$ cat src/rtl/branch_redirect_ctrl_pkg.sv
// rtl/branch_redirect_ctrl_pkg.sv - shared opcodes, FSM encoding and immediate decoders
package branch_redirect_ctrl_pkg;

    localparam logic [6:0] OPC_BRANCH = 7'b1100011;
    localparam logic [6:0] OPC_JAL    = 7'b1101111;

    localparam logic [0:0] ST_IDLE = 1'b0;
    localparam logic [0:0] ST_WAIT = 1'b1;

    localparam int BHT_DEPTH_DEFAULT = 16;

    localparam logic [1:0] CTR_RESET = 2'b01;

    function automatic logic [31:0] imm_b(input logic [31:0] instr);
        return {{19{instr[31]}}, instr[31], instr[7], instr[30:25], instr[11:8], 1'b0};
    endfunction

    function automatic logic [31:0] imm_j(input logic [31:0] instr);
        return {{11{instr[31]}}, instr[31], instr[19:12], instr[20], instr[30:21], 1'b0};
    endfunction

endpackage

$ cat src/rtl/branch_redirect_ctrl_bht_2bit.sv
// rtl/branch_redirect_ctrl_bht_2bit.sv - 2-bit saturating counter table, async read, sync update
module bht_2bit
    import branch_redirect_ctrl_pkg::*;
#(
    parameter int DEPTH = BHT_DEPTH_DEFAULT,
    parameter int IDX_W = $clog2(DEPTH)
) (
    input  logic             clk_i,
    input  logic             rst_i,
    input  logic [IDX_W-1:0] rd_idx_i,
    output logic [1:0]       rd_ctr_o,
    input  logic             upd_en_i,
    input  logic [IDX_W-1:0] upd_idx_i,
    input  logic             upd_taken_i
);

    logic [1:0] ctr_q [DEPTH];
    logic [1:0] upd_old;
    logic [1:0] upd_new;

    assign rd_ctr_o = ctr_q[rd_idx_i];
    assign upd_old  = ctr_q[upd_idx_i];

    always_comb begin
        upd_new = upd_old;
        if (upd_taken_i) begin
            if (upd_old != 2'b11) upd_new = upd_old + 2'd1;
        end else begin
            if (upd_old != 2'b00) upd_new = upd_old - 2'd1;
        end
    end

    always_ff @(posedge clk_i) begin
        if (rst_i) begin
            for (int i = 0; i < DEPTH; i++) ctr_q[i] <= CTR_RESET;
        end else if (upd_en_i) begin
            ctr_q[upd_idx_i] <= upd_new;
        end
    end

endmodule

$ cat src/rtl/branch_redirect_ctrl.sv
// rtl/branch_redirect_ctrl.sv - ID-stage branch redirect and EX mispredict recovery
// BRANCH_REDIRECT_PREDICT_EN enables the counter table; otherwise B-types predict not-taken.
module branch_redirect_ctrl
    import branch_redirect_ctrl_pkg::*;
#(
    parameter int BHT_DEPTH = BHT_DEPTH_DEFAULT
) (
    input  logic        clk_i,
    input  logic        rst_i,
    input  logic        stall_i,
    input  logic        id_valid_i,
    input  logic [31:0] id_pc_i,
    input  logic [31:0] id_instr_i,
    input  logic        ex_valid_i,
    input  logic        ex_taken_i,
    output logic        redirect_o,
    output logic [31:0] redirect_pc_o,
    output logic        flush_if_o,
    output logic        flush_id_o,
    output logic        pending_o
);

    localparam int IDX_W = $clog2(BHT_DEPTH);

    logic [0:0]       state_q, state_d;
    logic [IDX_W-1:0] idx_q, idx_d;
    logic [31:0]      tgt_q, tgt_d;
    logic [31:0]      ft_q, ft_d;
    logic             pred_q, pred_d;

    logic [6:0]       opcode;
    logic             is_jal, is_br;
    logic [IDX_W-1:0] id_idx;
    logic [31:0]      br_tgt, jal_tgt, fall_thru;
    logic             resolve, mispredict, id_ok, accept_br;
    logic             pred_taken;

    assign opcode    = id_instr_i[6:0];
    assign is_jal    = (opcode == OPC_JAL);
    assign is_br     = (opcode == OPC_BRANCH);
    assign id_idx    = id_pc_i[IDX_W+1:2];
    assign br_tgt    = id_pc_i + imm_b(id_instr_i);
    assign jal_tgt   = id_pc_i + imm_j(id_instr_i);
    assign fall_thru = id_pc_i + 32'd4;

    assign resolve    = (state_q == ST_WAIT) && ex_valid_i;
    assign mispredict = resolve && (ex_taken_i != pred_q);
    assign id_ok      = id_valid_i && !stall_i && !mispredict;
    // Only one branch can be tracked: a new B-type is taken only when the slot frees.
    assign accept_br  = id_ok && is_br && ((state_q == ST_IDLE) || resolve);

`ifdef BRANCH_REDIRECT_PREDICT_EN
    logic [1:0] rd_ctr;

    bht_2bit #(
        .DEPTH (BHT_DEPTH),
        .IDX_W (IDX_W)
    ) u_bht (
        .clk_i       (clk_i),
        .rst_i       (rst_i),
        .rd_idx_i    (id_idx),
        .rd_ctr_o    (rd_ctr),
        .upd_en_i    (resolve),
        .upd_idx_i   (idx_q),
        .upd_taken_i (ex_taken_i)
    );

    assign pred_taken = rd_ctr[1];
`else
    assign pred_taken = 1'b0;
`endif

    always_comb begin
        redirect_o    = 1'b0;
        redirect_pc_o = 32'd0;
        flush_if_o    = 1'b0;
        flush_id_o    = 1'b0;
        pending_o     = 1'b0;
        if (!rst_i) begin
            pending_o = (state_q == ST_WAIT);
            if (mispredict) begin
                redirect_o    = 1'b1;
                redirect_pc_o = ex_taken_i ? tgt_q : ft_q;
                flush_if_o    = 1'b1;
                flush_id_o    = 1'b1;
            end else if (id_ok && is_jal) begin
                redirect_o    = 1'b1;
                redirect_pc_o = jal_tgt;
                flush_if_o    = 1'b1;
            end else if (accept_br && pred_taken) begin
                redirect_o    = 1'b1;
                redirect_pc_o = br_tgt;
                flush_if_o    = 1'b1;
            end
        end
    end

    always_comb begin
        state_d = state_q;
        idx_d   = idx_q;
        tgt_d   = tgt_q;
        ft_d    = ft_q;
        pred_d  = pred_q;
        if (resolve) state_d = ST_IDLE;
        if (accept_br) begin
            state_d = ST_WAIT;
            idx_d   = id_idx;
            tgt_d   = br_tgt;
            ft_d    = fall_thru;
            pred_d  = pred_taken;
        end
    end

    always_ff @(posedge clk_i) begin
        if (rst_i) begin
            state_q <= ST_IDLE;
            idx_q   <= '0;
            tgt_q   <= 32'd0;
            ft_q    <= 32'd0;
            pred_q  <= 1'b0;
        end else begin
            state_q <= state_d;
            idx_q   <= idx_d;
            tgt_q   <= tgt_d;
            ft_q    <= ft_d;
            pred_q  <= pred_d;
        end
    end

endmodule

$ cat config.mk
export PLATFORM = sky130hd
export DESIGN_NAME = branch_redirect_ctrl
export DESIGN_NICKNAME = d
export VERILOG_FILES = /design/src/rtl/branch_redirect_ctrl_pkg.sv /design/src/rtl/branch_redirect_ctrl_bht_2bit.sv /design/src/rtl/branch_redirect_ctrl.sv
export SDC_FILE = /design/constraint.sdc
export NUM_CORES = 1
export LEC_CHECK = 0
export BUFFER_PORTS_ARGS = -buffer_cell sky130_fd_sc_hd__buf_2
export CAP_MARGIN = 20
export CORE_AREA = 2 2 101 93
export DETAILED_ROUTE_END_ITERATION = 8
export DIE_AREA = 0 0 103 95
export GPL_TIMING_DRIVEN = 1
export PLACE_DENSITY = 0.82
export RECOVER_POWER = 50
export SYNTH_ARGS = -nofsm -noshare
export SYNTH_HDL_FRONTEND = slang
export SYNTH_HIERARCHICAL = 1
export SYNTH_SLANG_ARGS = --single-unit
$ cat constraint.sdc
create_clock -name clk_i -period 2.58 [get_ports clk_i]
set_input_delay 0 -clock clk_i [delete_from_list [all_inputs] [get_ports clk_i]]
set_output_delay 0 -clock clk_i [all_outputs]
set_load 0.02 [all_outputs]
# == Yosys cells after proc, flatten, opt, wreduce, memory -nomap -nowiden ==
# Cells that the tools add are included.
# totals
word_cells,32
out_inout_bits,36
input_bits,70
register_bits,65
# op_classes
bitwise_logic,1
n_reduce_logical,11
eq_ne,2
addsub,3
mux,12
# op_table
op,count
$mux 32,4
$add 32x32->32,2
$add 32x3->32 const B,1
$eq 7x7->1 const B,2
$mux 1,8
$logic_and 1x1->1,7
$logic_not 1->1,2
$reduce_bool 2->1,1
$logic_or 1x1->1,1
$not 1->1,1

# == Longest topological paths before layout ==
# Gate-level depths: netlist (run 1).
# depth
depth_word,8
depth_mapped,10
depth_no_buf,10

# == Worst setup path after synthesis (run 1) ==
# No wires, ideal clock.
# synth_timing
path_type,input port to output port
from,input id_pc_i[1]
to,output redirect_pc_o[17]
slack_ps,78
path_stages,10
n_path_buf,0
arrival_time_ps,2502
t_required_ps,2580
path_cell_list,ha_1 -> fa_1 -> a21o_1 -> a21oi_1 -> o21ai_0 -> a2111oi_2 -> nor2_1 -> a41oi_1 -> xor2_1 -> o21ai_0
# synth_via
elab_chain_len,4
# synth_lines
element,line_no,text
from (decl),branch_redirect_ctrl.sv:12,"input logic [31:0] id_pc_i,"
$add 32x32->32,branch_redirect_ctrl.sv:43,assign jal_tgt = id_pc_i + imm_j(id_instr_i);
$mux 32,branch_redirect_ctrl.sv:86,end else if (id_ok && is_jal) begin
$mux 32,branch_redirect_ctrl.sv:81,if (mispredict) begin
$mux 32,branch_redirect_ctrl.sv:79,if (!rst_i) begin
to (decl),branch_redirect_ctrl.sv:17,"output logic [31:0] redirect_pc_o,"
# No other way between the ends.

# == Worst setup path in the final report (run 1) ==
# layout_timing
from,input id_pc_i[16]
to,output redirect_pc_o[27]
# Same word-level chain as after synthesis.

==> run metrics, run 1 <==
crit-path cells=buf_2, ha_1, a21o_1, a21o_1, a21o_1, a211oi_1, o31a_1, a21oi_1, or3_1, a32o_1, buf_2; Area growth, synth to finish=21.7%; Critical Path AT=approximately 2.5 ns; TNS Setup=0 ns; DIE AREA=0.00979 mm²; CP max stage delay=0.36 ns; Port Buffer Count=between 100 and 150; DR vias=between 5000 and 6000; net count after synthesis=between 700 and 800; clk sinks=33; WHS Endpoint=state_q; Startpoint Class=input pin; Slew headroom=0.448; crit path kind=in -> out; Antenna Cells=0; starting density of the core=0.506; Syn Inst Count=between 600 and 700; MaxCap Viol Count=0; clk slew on worst S/H paths=~0.070 ns; post-synth top area share=0.148; top cell type by total area after synthesis=dfxtp_1; top area cells in the synthesized netlist=dfxtp_1, ha_1, a21oi_1; worst setup margin=0.0787 ns; post-route minimum period=roughly 2.5 ns; pwr dens=339 mW/mm²; Routed Antenna Nets=0; hold_sp=id_instr_i[2]; # setup viols final=0; ys flop type=dfxtp_1; Util after Layout=0.615; Pleak=between 2 and 3 nW; grt met1 use=0.388; CP most frequent cell=a21o_1; row count=33; synth unique cells=just under 70; Die Width=between 100 and 150 µm; Final Max Slew Viols=0; Core Area=between 0.008 and 0.009 mm²; antenna violations before repair=0; unrepaired setup endpoints after global routing=false; Ys Warns=6; Top Usage Layer GRT=met2; die height=about 95 µm; Worst R2R End=tgt_q[28]; Max Fanout on Critical Path=3; post-synthesis async set-or-reset flop share=0; Critical Path RT=roughly 2.6 ns; First DRT Iteration DRCs=~460; Post-Syn Area=approximately 0.0045 mm²; met3 Use GR=0.0422; Synth Register Bits=33; Fmax achieved=400 MHz; top-level I/O count=~110; crit share post-route=0.969; drt wl/cell=roughly 16 µm; drt pass-1 iters=6; FF-to-FF Start=state_q; flop-to-flop setup slack=0.35 ns; worst slew pin tran=just over 0.8 ns; global-route wire length before repair=~22 mm; Post-synth EDFFs=0; H-tree levels=2; DRT Wirelength=13.8 mm; register area share after synthesis=0.148; Worst Path Buf+Inv=2; Setup Skew=between 0.01 and 0.015 ns; pre-CTS setup slack=-0.201 ns; VDD IR max=roughly 0.27 mV; Final Hold Fails=0; slowest CP cell=or3_1; outcome=finished clean; GPL Wtd Cong=between 1 and 1.5; Worst path top cell family by delay=compound AO/OA/AOI/OAI gates; GRT Util Overall=0.274; root buffer cell=clkbuf_8; critical path endpoint category=output pin; Via density=6.08; Nets=between 800 and 900; vias in the first global route=4800; Register Area=approximately 660 µm²; CTS buffer count=5; TritonCTS clock tree=built; layout cell share with drive strength beyond 1=0.233; Skew-Pair Late Insertion Delay=around 0.30 ns; maximum number of pins on one net before global-route repair=47; DP HPWL=10.4 mm; Post-route DRC=0; Max Buffers Root-to-Sink=2; met2 Use GR=0.432; total global routing overflow=0; FF-to-FF path depth=8; fillcell total=814; hold depth=3; area of the multi-input gates=between 0.003 and 0.004 mm²; mean post-synth cell area=roughly 7.2 µm²; worst min-delay path category=in -> reg
synthesized netlist by cell type, drive strengths merged, types with 2 or more instances:
library cell  number
a2111oi            3
a211o              2
a211oi             5
a21boi             3
a21o              33
a21oi             70
a22o               3
a31oi              9
a32oi              2
a41oi              2
and2               3
and3              13
and4               2
buf               14
clkbuf            30
dfxtp             33
fa                 2
ha                43
inv               17
mux2i              8
nand2             87
nand2b             3
nand3             12
nand3b             7
nand4              8
nand4b             2
nor2              31
nor2b              4
nor3              16
nor3b              4
nor4               6
o2111ai            3
o211ai             2
o21a               5
o21ai             55
o21bai            10
o31ai              4
or2                4
or3                7
or4                2
xnor2             24
xor2              19
cell type report:
type,count,share of cell area
Clock buffer,5,0.0127
Multi-Input combinational cell,531,0.665
Inverter,17,0.0117
Timing Repair Buffer,150,0.158
Tap cell,122,0.0281
Sequential cell,33,0.121
Clock inverter,3,0.00322
placed cells by master, fill, tap and decap left out, types with 19 or more instances in the layout:
| master | instances |
|---|---|
| a21o_1 | 32 |
| a21oi_1 | 64 |
| buf_2 | 92 |
| buf_4 | 40 |
| dfxtp_1 | 33 |
| ha_1 | 41 |
| nand2_1 | 87 |
| nor2_1 | 30 |
| o21ai_0 | 45 |
| xnor2_1 | 24 |
| xor2_1 | 19 |
what timing repair did:
action,CTS,global route
resized for setup,3,17
endpoints found under the hold margin,1,0
pin swaps,2,7
hold buffers,1,0
setup endpoints to repair,7,11
cloned,0,0
setup buffers,1,1
per-layer routing:
layer  routed length, µm  vias to the layer above
met5                   0                        -
met1                6150                     2406
met4                 237                        0
li1                    -                     2497
met2                6100                      301
met3                1280                       33
cells by family (layout without fill, tap and decap cells):
group,count (synthesis),after routing,synth area share
compound gates,222,222,0.327
simple gates,213,213,0.237
buf+inv,61,175,0.0568
fa+ha+maj,45,45,0.129
xor+xnor,43,43,0.0843
flops,33,33,0.148
mux,8,8,0.0179
power breakdown:
part / total (W) / internal, W / switching, W
sequential: 0.000510 / 0.000510 / 0.000000459
clock: 0.000401 / 0.000186 / 0.000214
combinational: 0.000931 / 0.000409 / 0.000522
worst register-to-register path, delay by kind of cell, from the launching register on:
kind	cells	cell delay, ns
simple gates	5	0.91
compound gates	2	0.35
buf+inv	1	0.52
flops	1	0.32
per-stage QoR:
step                      instances  power (W)  instance area [µm²]  hold WS, ns
after floorplan                 625    0.00112                 4470       0.0828
after global placement          850    0.00137                 5290        0.253
after detailed placement        850    0.00140                 5290        0.270
after CTS                       860    0.00180                 5400       0.0436
after global routing            861    0.00194                 5440       0.0441
final                           861    0.00184                 5440       0.0484
worst max path at each step:
stage	startpoint	endpoint	slack, ns	cells past startpoint
floorplan	id_pc_i[1]	redirect_pc_o[17]	0.08	10
global placement	id_pc_i[1]	redirect_pc_o[25]	-0.10	13
detailed placement	id_pc_i[1]	redirect_pc_o[25]	-0.20	13
CTS	id_pc_i[9]	redirect_pc_o[24]	0.008	12
global route	id_pc_i[2]	redirect_pc_o[24]	0.01	13
finish	id_pc_i[16]	redirect_pc_o[27]	0.08	11
sequential cells by signal, summed over array words and instances, names as in the netlist:
name	cells
state_q	1
tgt_q	32
Power figures use the tool's default switching activity.
==> run 2, diff against run 1 <==
CTS_BUF_LIST = sky130_fd_sc_hd__clkbuf_16   (was unset)
==> run 2 against run 1 <==
Clock skew is 0.0078 ns lower. Critical endpoint unchanged. Global-route usage hardly changed. Register-to-register slack hardly changed. Fmax hardly changed.
==> run metrics, run 2 (same netlist as run 1, synthesis figures left out) <==
Register Area=roughly 660 µm²; Antenna Cells=0; unrepaired setup endpoints after global routing=false; CTS buffer count=5; MaxCap Viol Count=0; FF-to-FF path depth=8; worst slew pin tran=0.809 ns; DIE AREA=between 0.009 and 0.01 mm²; post-route minimum period=roughly 2.5 ns; VDD IR max=0.369 mV; global-route wire length before repair=21.8 mm; Via density=6.02; Post-route DRC=0; DRT Wirelength=13.7 mm; Startpoint Class=input pin; H-tree levels=2; clk sinks=33; fillcell total=between 800 and 900; Final Max Slew Viols=0; Nets=roughly 850; pre-CTS setup slack=-0.201 ns; GRT Util Overall=0.274; Worst R2R End=tgt_q[28]; Max Buffers Root-to-Sink=2; Die Width=103 µm; worst min-delay path category=in -> reg; starting density of the core=0.506; Max Fanout on Critical Path=3; total global routing overflow=0; clk slew on worst S/H paths=0.05 ns; First DRT Iteration DRCs=450; critical path endpoint category=output pin; layout cell share with drive strength beyond 1=0.231; Routed Antenna Nets=0; root buffer cell=clkbuf_16; Largest register FFs=32; worst setup margin=between 0.07 and 0.08 ns; Area growth, synth to finish=22.9%; Fmax achieved=about 400 MHz; hold_sp=id_instr_i[2]; drt wl/cell=15.9 µm; drt pass-1 iters=5; GPL Wtd Cong=~1; Util after Layout=0.622; WHS Endpoint=state_q; post-route cell area=0.00549 mm²; outcome=finished clean; Critical Path AT=between 2 and 3 ns; row count=33; biggest regs=tgt_q x32, state_q x1; antenna violations before repair=0; area of the multi-input gates=between 0.003 and 0.004 mm²; crit path kind=in -> out; die height=around 95 µm; vias in the first global route=approximately 4800; commonest non-fill, non-tap cells in the layout=buf_2, nand2_1, a21oi_1, o21ai_0, ha_1; # setup viols final=0; most common cell after layout, fill and taps aside=buf_2; FF-to-FF Start=state_q; maximum number of pins on one net before global-route repair=between 40 and 50; Biggest register=tgt_q; DR vias=a little over 5000; dpl cell area=0.00529 mm²; TNS Setup=0 ns; Setup Skew=0.00670 ns; Port Buffer Count=approximately 110; Final Hold Fails=0; DP HPWL=10.4 mm; hold depth=3; Core Area=between 0.008 and 0.009 mm²; pwr dens=between 300 and 400 mW/mm²; top-level I/O count=roughly 110; total power draw=between 0.002 and 0.0025 W; flop-to-flop setup slack=~0.35 ns; Critical Path RT=around 2.6 ns; Slew headroom=0.454; TritonCTS clock tree=built; Pleak=approximately 2.5 nW; crit share post-route=0.970; Skew-Pair Late Insertion Delay=about 0.28 ns
-- run 2: cell types whose count changed in the layout (fill, tap and decap cells not counted), sizes merged --
cell    previous run  this run
buf              134       133
clkbuf            20        21
-- run 2: what timing repair did --
item | in CTS | in global routing
setup endpoints to repair | 7 | 11
hold endpoints to repair | 1 | 0
hold buffers | 1 | 0
resized for setup | 3 | 17
cloned | 0 | 0
setup buffers | 1 | 1
pin swaps | 2 | 7
-- run 2: power by group --
part           internal [W]  total (W)  switching (W)
registers          0.000510   0.000511    0.000000464
logic              0.000409   0.000930       0.000521
clock network      0.000354   0.000584       0.000230
total               0.00127    0.00202       0.000752
-- run 2: routing by layer --
| layer | GRT usage | part of all wire | up-vias |
|---|---|---|---|
| met5 | 0 | 0 | - |
| met4 | 0.0735 | 0.016 | 0 |
| met3 | 0.0415 | 0.090 | 22 |
| met2 | 0.434 | 0.45 | 275 |
| met1 | 0.388 | 0.45 | 2382 |
| li1 | - | - | 2505 |
-- run 2: critical path, cell delays in order --
cell and delay [ns]:
buf_2 0.12, ha_1 0.31, a21o_1 0.16, a21o_1 0.20, a21o_1 0.18, a211oi_1 0.36
o31a_1 0.26, a21oi_1 0.10, or3_1 0.36, a32o_1 0.28, buf_2 0.17
-- run 2: layout make-up --
| type | count | share of cell area |
|---|---|---|
| Multi-Input combinational cell | 531 | 0.658 |
| Timing Repair Buffer | 150 | 0.156 |
| Sequential cell | 33 | 0.120 |
| Tap cell | 122 | 0.0278 |
| Clock buffer | 5 | 0.0228 |
| Inverter | 17 | 0.0116 |
| Clock inverter | 3 | 0.00319 |
-- run 2: worst max-delay path by stage --
| stage | from | to | slack (ns) | cells after the start |
|---|---|---|---|---|
| floorplan | id_pc_i[1] | redirect_pc_o[17] | 0.08 | 10 |
| global placement | id_pc_i[1] | redirect_pc_o[25] | -0.10 | 13 |
| detailed placement | id_pc_i[1] | redirect_pc_o[25] | -0.20 | 13 |
| CTS | id_pc_i[9] | redirect_pc_o[24] | 0.008 | 12 |
| global route | id_pc_i[2] | redirect_pc_o[24] | 0.01 | 13 |
| finish | id_pc_i[16] | redirect_pc_o[27] | 0.08 | 11 |
-- run 2: metrics by stage --
step                      std cells  hold slack [ns]
final                           861           0.0593
after global routing            861           0.0625
after CTS                       860           0.0568
after detailed placement        850            0.270
after global placement          850            0.253
after floorplan                 625           0.0828
